<file path="src/rtl/layer_stream_ctrl.sv">
// Sequencer for one fully-connected layer: streams the input vector to all neurons,
// collects each neuron's first result, then drains results over a valid/ready port.
// Optional WAIT timeout is enabled by defining LAYER_CTRL_TIMEOUT_EN.
module layer_stream_ctrl #(
  parameter int unsigned NUM_INPUTS     = 784,
  parameter int unsigned NUM_NEURONS    = 30,
  parameter int unsigned DATA_WIDTH     = 16,
  parameter int unsigned TIMEOUT_CYCLES = 64,
  localparam int unsigned IN_AW  = $clog2(NUM_INPUTS),
  localparam int unsigned OUT_IW = $clog2(NUM_NEURONS)
) (
  input  logic                              clk,
  input  logic                              rst,
  input  logic                              start,
  output logic                              busy,
  output logic                              done,
  output logic                              err,
  output logic [IN_AW-1:0]                  in_raddr,
  input  logic [DATA_WIDTH-1:0]             in_rdata,
  output logic [DATA_WIDTH-1:0]             nrn_data,
  output logic                              nrn_valid,
  input  logic [NUM_NEURONS*DATA_WIDTH-1:0] nrn_out,
  input  logic [NUM_NEURONS-1:0]            nrn_outvalid,
  output logic [DATA_WIDTH-1:0]             res_data,
  output logic [OUT_IW-1:0]                 res_idx,
  output logic                              res_valid,
  input  logic                              res_ready
);

  typedef enum logic [1:0] {StIdle, StStream, StWait, StDrain} state_e;

  state_e                  state_q, state_d;
  logic [IN_AW-1:0]        addr_q, addr_d;
  logic [OUT_IW-1:0]       idx_q, idx_d;
  logic [NUM_NEURONS-1:0]  flags_q, flags_d;
  logic [DATA_WIDTH-1:0]   res_reg [NUM_NEURONS];
  logic                    valid_q;
  logic                    done_q, done_d;
  logic                    capture_en;
  logic                    all_set;
  logic                    timeout_hit;

  assign capture_en = (state_q == StStream) || (state_q == StWait);

  always_comb begin
    flags_d = flags_q;
    if (capture_en) begin
      flags_d = flags_q | nrn_outvalid;
    end
    if ((state_q == StIdle) && start) begin
      flags_d = '0;
    end
  end

  // Uses this cycle's captures so the last response moves to DRAIN on the next edge.
  assign all_set = &flags_d;

`ifdef LAYER_CTRL_TIMEOUT_EN
  localparam int unsigned TW = $clog2(TIMEOUT_CYCLES) + 1;
  logic [TW-1:0] wait_cnt_q;
  logic          err_q;

  assign timeout_hit = (state_q == StWait) && !all_set &&
                       (wait_cnt_q == TW'(TIMEOUT_CYCLES - 1));

  always_ff @(posedge clk) begin
    if (rst) begin
      wait_cnt_q <= '0;
      err_q      <= 1'b0;
    end else begin
      wait_cnt_q <= (state_q == StWait) ? wait_cnt_q + 1'b1 : '0;
      err_q      <= timeout_hit;
    end
  end

  assign err = err_q;
`else
  assign timeout_hit = 1'b0;
  assign err         = 1'b0;
`endif

  always_comb begin
    state_d = state_q;
    addr_d  = addr_q;
    idx_d   = idx_q;
    done_d  = 1'b0;
    unique case (state_q)
      StIdle: begin
        if (start) begin
          state_d = StStream;
          addr_d  = '0;
        end
      end
      StStream: begin
        if (addr_q == IN_AW'(NUM_INPUTS - 1)) begin
          state_d = StWait;
          addr_d  = '0;
        end else begin
          addr_d = addr_q + 1'b1;
        end
      end
      StWait: begin
        if (all_set) begin
          state_d = StDrain;
          idx_d   = '0;
        end else if (timeout_hit) begin
          state_d = StIdle;
          done_d  = 1'b1;
        end
      end
      StDrain: begin
        if (res_ready) begin
          if (idx_q == OUT_IW'(NUM_NEURONS - 1)) begin
            state_d = StIdle;
            idx_d   = '0;
            done_d  = 1'b1;
          end else begin
            idx_d = idx_q + 1'b1;
          end
        end
      end
      default: state_d = StIdle;
    endcase
  end

  always_ff @(posedge clk) begin
    if (rst) begin
      state_q <= StIdle;
      addr_q  <= '0;
      idx_q   <= '0;
      flags_q <= '0;
      valid_q <= 1'b0;
      done_q  <= 1'b0;
    end else begin
      state_q <= state_d;
      addr_q  <= addr_d;
      idx_q   <= idx_d;
      flags_q <= flags_d;
      valid_q <= (state_q == StStream);
      done_q  <= done_d;
    end
  end

  // First pulse per neuron wins; later pulses are dropped by the flag.
  always_ff @(posedge clk) begin
    if (rst) begin
      for (int k = 0; k < NUM_NEURONS; k++) begin
        res_reg[k] <= '0;
      end
    end else if (capture_en) begin
      for (int k = 0; k < NUM_NEURONS; k++) begin
        if (nrn_outvalid[k] && !flags_q[k]) begin
          res_reg[k] <= nrn_out[k*DATA_WIDTH +: DATA_WIDTH];
        end
      end
    end
  end

  assign busy      = (state_q != StIdle);
  assign done      = done_q;
  assign in_raddr  = addr_q;
  assign nrn_valid = valid_q;
  assign nrn_data  = valid_q ? in_rdata : '0;
  assign res_valid = (state_q == StDrain);
  assign res_idx   = (state_q == StDrain) ? idx_q : '0;
  assign res_data  = (state_q == StDrain) ? res_reg[idx_q] : '0;

endmodule

</file>
<file path="config.mk">
export PLATFORM = sky130hd
export DESIGN_NAME = layer_stream_ctrl
export DESIGN_NICKNAME = d
export VERILOG_FILES = /design/src/rtl/layer_stream_ctrl.sv
export SDC_FILE = /design/constraint.sdc
export NUM_CORES = 1
export LEC_CHECK = 0
export CORE_AREA = 2 2 223 225
export DETAILED_ROUTE_END_ITERATION = 16
export DIE_AREA = 0 0 225 227
export PLACE_DENSITY = 0.9
export SLEW_MARGIN = 5
export SYNTH_ARGS = -nofsm -noshare
export SYNTH_HDL_FRONTEND = slang
export SYNTH_SLANG_ARGS = --single-unit
</file>
<file path="constraint.sdc">
create_clock -name clk -period 3.75 [get_ports clk]
set_input_delay 0.75 -clock clk [delete_from_list [all_inputs] [get_ports clk]]
set_output_delay 0.75 -clock clk [all_outputs]
set_load 0.005 [all_outputs]
</file>
* Word-level counts from Yosys, hierarchy flattened
Memories as Yosys holds them, arrays and structs flattened. A register that Yosys moved wholly into a read port is not among the register bits. Cells that the tools add are included.
Storage, ports and cells: register bits after elaboration 49, RAM bits 480, output and inout port bits 52, word-level logic and storage cells 296, memories 1
Memories:
- res_reg | depth 30, width 16, rd ports 1, clocked after memory_dff 1, write ports 30, line 36 | logic [DATA_WIDTH-1:0] res_reg [NUM_NEURONS];
Cells by class: add/sub/neg operators 2, equal/unequal tests 10, mux-type cells 173, bitwise gates (word level) 33, reductions and logical operators 71
Operators with widths (count):
- $mux 16 | 32
- $mux 1 | 123
- $mux 30 | 2
- $logic_and 1x1->1 | 31
- $logic_not 1->1 | 30
- $mux 5 | 6
- $or 1x1->1 | 30
- $or 30x30->30 | 1
- $reduce_and 30->1 | 1
- $mux 10 | 2
- $pmux 10 s2 | 1
- $add 10x1->10 const B | 1
- $eq 10x10->1 const B | 1
- $mux 2 | 5
- $pmux 5 s2 | 1
- $pmux 2 s4 | 1
- $ne 2x1->1 const B | 3
- $reduce_bool 2->1 | 3
- $add 5x1->5 const B | 1
- $eq 5x5->1 const B | 1
- $reduce_and 5->1 | 1
- $eq 2x2->1 const B | 2
- $ne 2x2->1 const B | 2
- $reduce_and 3->1 | 1
- 6 further kinds | 7

* Logic depth before layout (Yosys ltp)
Gate-level depths: netlist of the first run.
depth in word-level cells 9, mapped depth 9

* Worst setup path before layout of the first run
Ideal clock, no wire load.
path type reg-to-output, start point register (tool-made name), end point output port res_data[10], arrival 2.066 ns, required time 3.000 ns, slack 0.934 ns, stages on the path, launching flop included 8, path buffers 3, path through dfxtp_1 clkbuf_1 buf_2 buf_2 mux2_2 mux4_2 mux2i_1 nor2_1
RTL lines:
- end, declared | line 24 | output logic [DATA_WIDTH-1:0] res_data,

==> flow_summary.ini, run 1 <==
[yosys]
yosys.area.top_type_share = 0.597
synth_cell_type_count = 44
ys_seq_area_frac = 0.641
ys.flop_type = edfxtp_1
avgSynthCellArea_um2 = 15.2
synth_area_um2 = 24200
synth-seq-cells = 534
synth_edf_count = 480
synth_warnings = 0
syn_inst = 1584
yosysTopAreaCell = edfxtp_1
synthTopCellsByArea = edfxtp_1, mux4_2, and2_1
synthesis.nets = 2122
synth-async-reset-ratio = 0

[global_route]
grt_pass1_wl_mm = 126
grt_max_degree = 77
grt_overflow = 0
grt_pass1_vias = 17300
antenna_found_initial = 5
grt_use_total = 0.358

[timing]
worst_slack_ps = -12.7
post-route-period-util = 1.00
setup_viol = 1
hold_viol_final = 0
finalSetupTns_ps = -12.7
relSlewSlack = 0.306
rsz0062_at_grt = true
fin_crit_ps = 3760
finalClockSkew_ps = 28.6
maxSlewViolCount = 0
tightest_slew_ps = 1040
max_freq_mhz = 266

[placed_design]
dp_hpwl_mm = 70.7
dpl.cell_count = 2745
pre_cts_ws_ps = 141
numPortBuffers = 580
gp_congestion = 1.03

[cells_and_area]
layout-drive-gt1-share = 0.172
syn_to_final_growth_pct = 37.3
largest_reg_flops = 480
fin_cells = 2875
nets = 2745

[drt]
wirelength_mm = 91.7
via_per_inst = 5.99
vias = 17200
wl_per_cell_um = 31.9
drc = 0
drt_iter0_drc = 2383
drtPass1Iterations = 6
final_antenna_net_count = 0

[outcome]
violations = negative setup slack
status = complete, but fails checks

[floorplanning]
core-area_um2 = 48500
start_util = 0.498
die_width_um = 225
num_io_pins = 582
rows = 81
die_area_um2 = 51100
die_h_um = 227

[power_and_ir_drop]
power_leakage_nw = 11.8
switchingPower_w = 0.00515
peakVddDrop_mv = 0.454
clock_power_share = 0.304
p_per_area_nw_per_um2 = 540
pwr-share-seq = 0.494
intPower_w = 0.0128
pwr-share-comb = 0.202
p_sw_frac = 0.287

[setup_path]
path_max_fanout = 6
arrival_ps = 3010
cp-end-kind = output pin
crit_required_ps = 3000
cp-start-kind = register
critPathKind = register to output pin

[cts]
cts_max_path_buffers = 3
cts_buffers = 53
holdBufCountCts = 0
cts.sinks = 534
clk_latency_ps = 610
cts-root-buf = clkbuf_16
cts_tree = built
htreeDepth = 2
clk_pin_slew_ps = 60

[worst_hold_path]
hp-class = register to register

[flow_run]
max_cap_viol_count = 0
## synthesized netlist by cell type, types with 2 or more instances
library cell    n
a21oi_1        29
mux4_2        144
mux2i_1        21
nor4_1          7
dfxtp_1        54
buf_4           2
xor2_1          7
nor2b_1       192
buf_1          11
buf_2          14
edfxtp_1      480
nand3b_1       16
o21ai_1         2
a32o_1          3
nand4_1         8
and3_1          3
inv_1           9
xnor2_1         2
o22ai_1        13
nand3_1         7
nand2_1        43
clkbuf_1       69
mux2_2         16
nor3_1          4
nor2_1         64
nor4b_1         2
ha_1            8
nor3b_1        17
o21ai_0        15
and2_1        308
## metal layers
layer  up-vias  wire length, um  GRT usage  share of wire
li1       7114                -          -              -
met1      8698            34700      0.496           0.38
met2      1274            43200      0.573           0.47
met3       134            11000     0.0795           0.12
met4         2             2790      0.110          0.030
met5         -               13          0        0.00014
## cells by family after synthesis
logic type	after synthesis	synth area share
buffers and inverters	106	0.0175
and+or+nand+nor	674	0.166
DFF	534	0.641
adders and majority gates	8	0.00414
xor gates and xnor gates	9	0.00326
muxes	181	0.150
AOI/OAI and AO/OA	71	0.0174
other	1	0.000155
## area by class of cell
cell class              instances  area [um2]
fillers                      3268       15400
flip-flops and latches        534       15500
multi-input cells             944        8410
diodes                          5        12.5
clock buffers                  66        1480
inverters                      10        37.5
repair buffers                664        6660
clock inverters                30         282
well taps                     622         778
## layout by cell type, fill, tap and decap left out, types with 9 or more instances in the layout
| cell type | n |
|---|---|
| a21oi_1 | 29 |
| and2_1 | 308 |
| buf_12 | 10 |
| buf_4 | 60 |
| clkbuf_16 | 56 |
| clkdlybuf4s50_1 | 563 |
| clkinv_2 | 16 |
| dfxtp_1 | 50 |
| edfxtp_1 | 480 |
| inv_1 | 9 |
| mux2_2 | 16 |
| mux2i_1 | 12 |
| mux4_2 | 144 |
| nand2_1 | 43 |
| nand3b_1 | 16 |
| nor2_1 | 63 |
| nor2b_1 | 192 |
| nor3b_2 | 9 |
| o21ai_2 | 11 |
| o22ai_1 | 13 |
## power groups by stage
stage	clock, W	combinational, W	sequential (W)
global placement	0	0.00343	0.00889
CTS	0.00546	0.00357	0.00876
floorplan	0	0.00182	0.00831
global route	0.00568	0.00379	0.00886
detailed placement	0	0.00350	0.00885
finish	0.00545	0.00362	0.00885
## worst max-delay path: stages (launching register included)
cell and delay [ps]:
dfxtp_4 390, buf_12 150, buf_16 130, buf_12 100, mux4_2 540, mux4_2 580, mux2i_2 260, nor2_1 70
buf_2 170
## final timing paths
| kind | end | slack (ps) | cells after the start | start |
|---|---|---|---|---|
| max | res_data[4] | -10 | 8 | register |
| min | state_q[1]$_SDFFE_PP0P_ | 500 | 2 | state_q[1]$_SDFFE_PP0P_ |
| max reg2reg | res_reg[4][13]$_SDFFCE_PN0P_ | 900 | 8 | state_q[0]$_SDFFE_PP0P_ |
| min reg2reg | state_q[1]$_SDFFE_PP0P_ | 500 | 2 | state_q[1]$_SDFFE_PP0P_ |
## through the flow
step / power [W] / cell area (um2) / hold slack (ps) / utilization
after floorplan: 0.0101 / 24200 / 468 / -
after global placement: 0.0123 / 30900 / 479 / 0.637
after detailed placement: 0.0124 / 30900 / 503 / 0.637
after CTS: 0.0178 / 33100 / 497 / 0.681
after global routing: 0.0183 / 33200 / 537 / 0.683
final: 0.0179 / 33200 / 503 / 0.683
## repair_timing
action | in CTS | in global routing
pin swaps | 0 | 1
endpoints found under the setup margin | 16 | 12
buffers inserted | 20 | 6
gates resized for setup | 73 | 15
cloned | 2 | 1
No activity file was read; power rests on OpenSTA's default activity.
==> run 2, diff against run 1 <==
--- a/config.mk
+++ b/config.mk
@@ -5,10 +5,10 @@
 export SDC_FILE = /design/constraint.sdc
 export NUM_CORES = 1
 export LEC_CHECK = 0
-export CORE_AREA = 2 2 223 225
+export CORE_MARGIN = 1.5
+export CORE_UTILIZATION = 38
 export DETAILED_ROUTE_END_ITERATION = 16
-export DIE_AREA = 0 0 225 227
-export PLACE_DENSITY = 0.9
+export PLACE_DENSITY = 0.74
 export SLEW_MARGIN = 5
 export SYNTH_ARGS = -nofsm -noshare
 export SYNTH_HDL_FRONTEND = slang
==> run 2 against run 1 <==
  * Cell count rose by 8.2%
  * Critical path depth did not move
  * Global-route usage fell by 8.7 points
  * Design area rose by 0.81%
  * Flip-flop and latch count did not move
  * The flow now finishes without violations
  * Fmax rose by 2.0%
  * Hold slack improved by 16 ps
  * Worst setup slack improved by 73 ps
  * Non-clock buffer count fell by 10
  * Routed wire length fell by 1.8%
==> flow_summary.ini, run 2 (synthesis gave the netlist of run 1 again) <==
[setup_path]
arrival_ps = 2940
path_max_fanout = 12
cp_slowest_stage_delay_ps = 590
path_common_cell = mux4_2
cp-start-kind = register
crit_chain = buf_4, buf_16, buf_12, mux4_2, mux4_2, mux2i_1, nor2_1, buf_2
critPathKind = register to output pin
slowest_stage = mux4_2
crit_required_ps = 3000
cp-end-kind = output pin
critPathBufInv = 4
crit_family = multiplexers

[placed_design]
gp_congestion = 0.937
pre_cts_ws_ps = 245
dp_hpwl_mm = 67.9
dpl.cell_count = 2967
numPortBuffers = 580

[cells_and_area]
mostFrequentLayoutCells = clkdlybuf4s50_1, edfxtp_1, and2_1, nor2b_1, mux4_2
fill_cells = 5180
multi_input_area_um2 = 8320
fin_cells = 3110
largest_reg_flops = 480
final_common_cell = clkdlybuf4s50_1
ff_latch_area_um2 = 15500
nets = 2740
layout-drive-gt1-share = 0.165
syn_to_final_growth_pct = 38.4

[global_route]
grt_pass1_wl_mm = 122
grt_overflow = 0
grt_pass1_vias = 16900
grt_max_degree = 148
grt_use_total = 0.271
antenna_found_initial = 30

[drt]
wl_per_cell_um = 28.9
final_antenna_net_count = 0
drc = 0
wirelength_mm = 90.0
drt_iter0_drc = 1896
drtPass1Iterations = 5
vias = 16800
via_per_inst = 5.41

[timing]
setup_viol = 0
hold_slack_ps = 519
relSlewSlack = 0.336
hold_viol_final = 0
worst_slack_ps = 60.5
rsz0062_at_grt = true
tightest_slew_ps = 994
fin_crit_ps = 3690
max_freq_mhz = 271
finalSetupTns_ps = 0
post-route-period-util = 0.984
finalClockSkew_ps = 21.2
maxSlewViolCount = 0

[cts]
htreeDepth = 2
cts_max_path_buffers = 3
cts-root-buf = clkbuf_16
cts.sinks = 534
cts_buffers = 57
clk_pin_slew_ps = 60
clk_latency_ps = 630
cts_tree = built
holdBufCountCts = 0

[floorplanning]
core-area_um2 = 63000
die_width_um = 255
start_util = 0.384
die_h_um = 255
rows = 92
die_area_um2 = 65100
num_io_pins = 582

[power_and_ir_drop]
pwr-share-comb = 0.198
power_w = 0.0183
pwr-share-seq = 0.470
intPower_w = 0.0133
p_per_area_nw_per_um2 = 547
switchingPower_w = 0.00503
power_leakage_nw = 11.8
clock_power_share = 0.332
p_sw_frac = 0.275
peakVddDrop_mv = 0.322

[worst_hold_path]
hp-class = register to register

[flow_run]
max_cap_viol_count = 0

[outcome]
status = finished, final reports clean
[run 2: cell types whose count changed in the layout (fill, tap and decap cells not counted), sizes merged]
cell and change:
diode +10, bufinv +7, clkbuf -4, clkinv +4, buf -3, clkdlybuf4s15 -2
bufbuf -1
[run 2: path summary, 6_finish.rpt]
check | startpoint | end | slack (ps) | depth (start not counted)
worst max register to register | state_q[1]$_SDFFE_PP0P_ | register | 780 | 8
worst min register to register | state_q[1]$_SDFFE_PP0P_ | state_q[1]$_SDFFE_PP0P_ | 520 | 2
worst max-delay path | register | res_data[11] | 60 | 8
worst min-delay path | state_q[1]$_SDFFE_PP0P_ | state_q[1]$_SDFFE_PP0P_ | 520 | 2
[run 2: through the flow]
step / area (um2) / utilization
detailed placement: 31200 / 0.496
CTS: 33300 / 0.529
global route: 33400 / 0.531
global placement: 31200 / 0.496
floorplan: 24200 / -
finish: 33400 / 0.531
[run 2: final cells by class]
cell class,count,area share
Sequential cell,534,0.464
Antenna cell,15,0.00112
Clock buffer,66,0.0443
Tap cell,846,0.0317
Timing Repair inverter,1,0.000150
Timing Repair Buffer,654,0.193
Inverter,10,0.00123
Clock inverter,40,0.0154
Multi-Input combinational cell,944,0.249
[run 2: layer usage]
metal  global-route usage  part of all wire  up-vias
li1                     -                 -     7122
met1                0.356              0.39     8532
met2                0.432              0.47      977
met3               0.0736              0.10      157
met4               0.0972             0.035       24
met5                    0            0.0018        -
[run 2: power groups by stage]
stage	sequential, W	combinational (W)	clock, W
floorplan	0.00831	0.00182	0
global placement	0.00868	0.00351	0
detailed placement	0.00864	0.00359	0
CTS	0.00855	0.00360	0.00614
global route	0.00865	0.00383	0.00634
finish	0.00859	0.00362	0.00608
[run 2: worst min-delay path: stages, from the launching register on]
cell and delay (ps):
dfxtp_1 340, nand2_1 70, mux2i_1 60
[run 2: repair_timing]
action	CTS	global route
setup endpoints to repair	16	11
resized for setup	63	9
buffers inserted	5	13
cloned	3	1
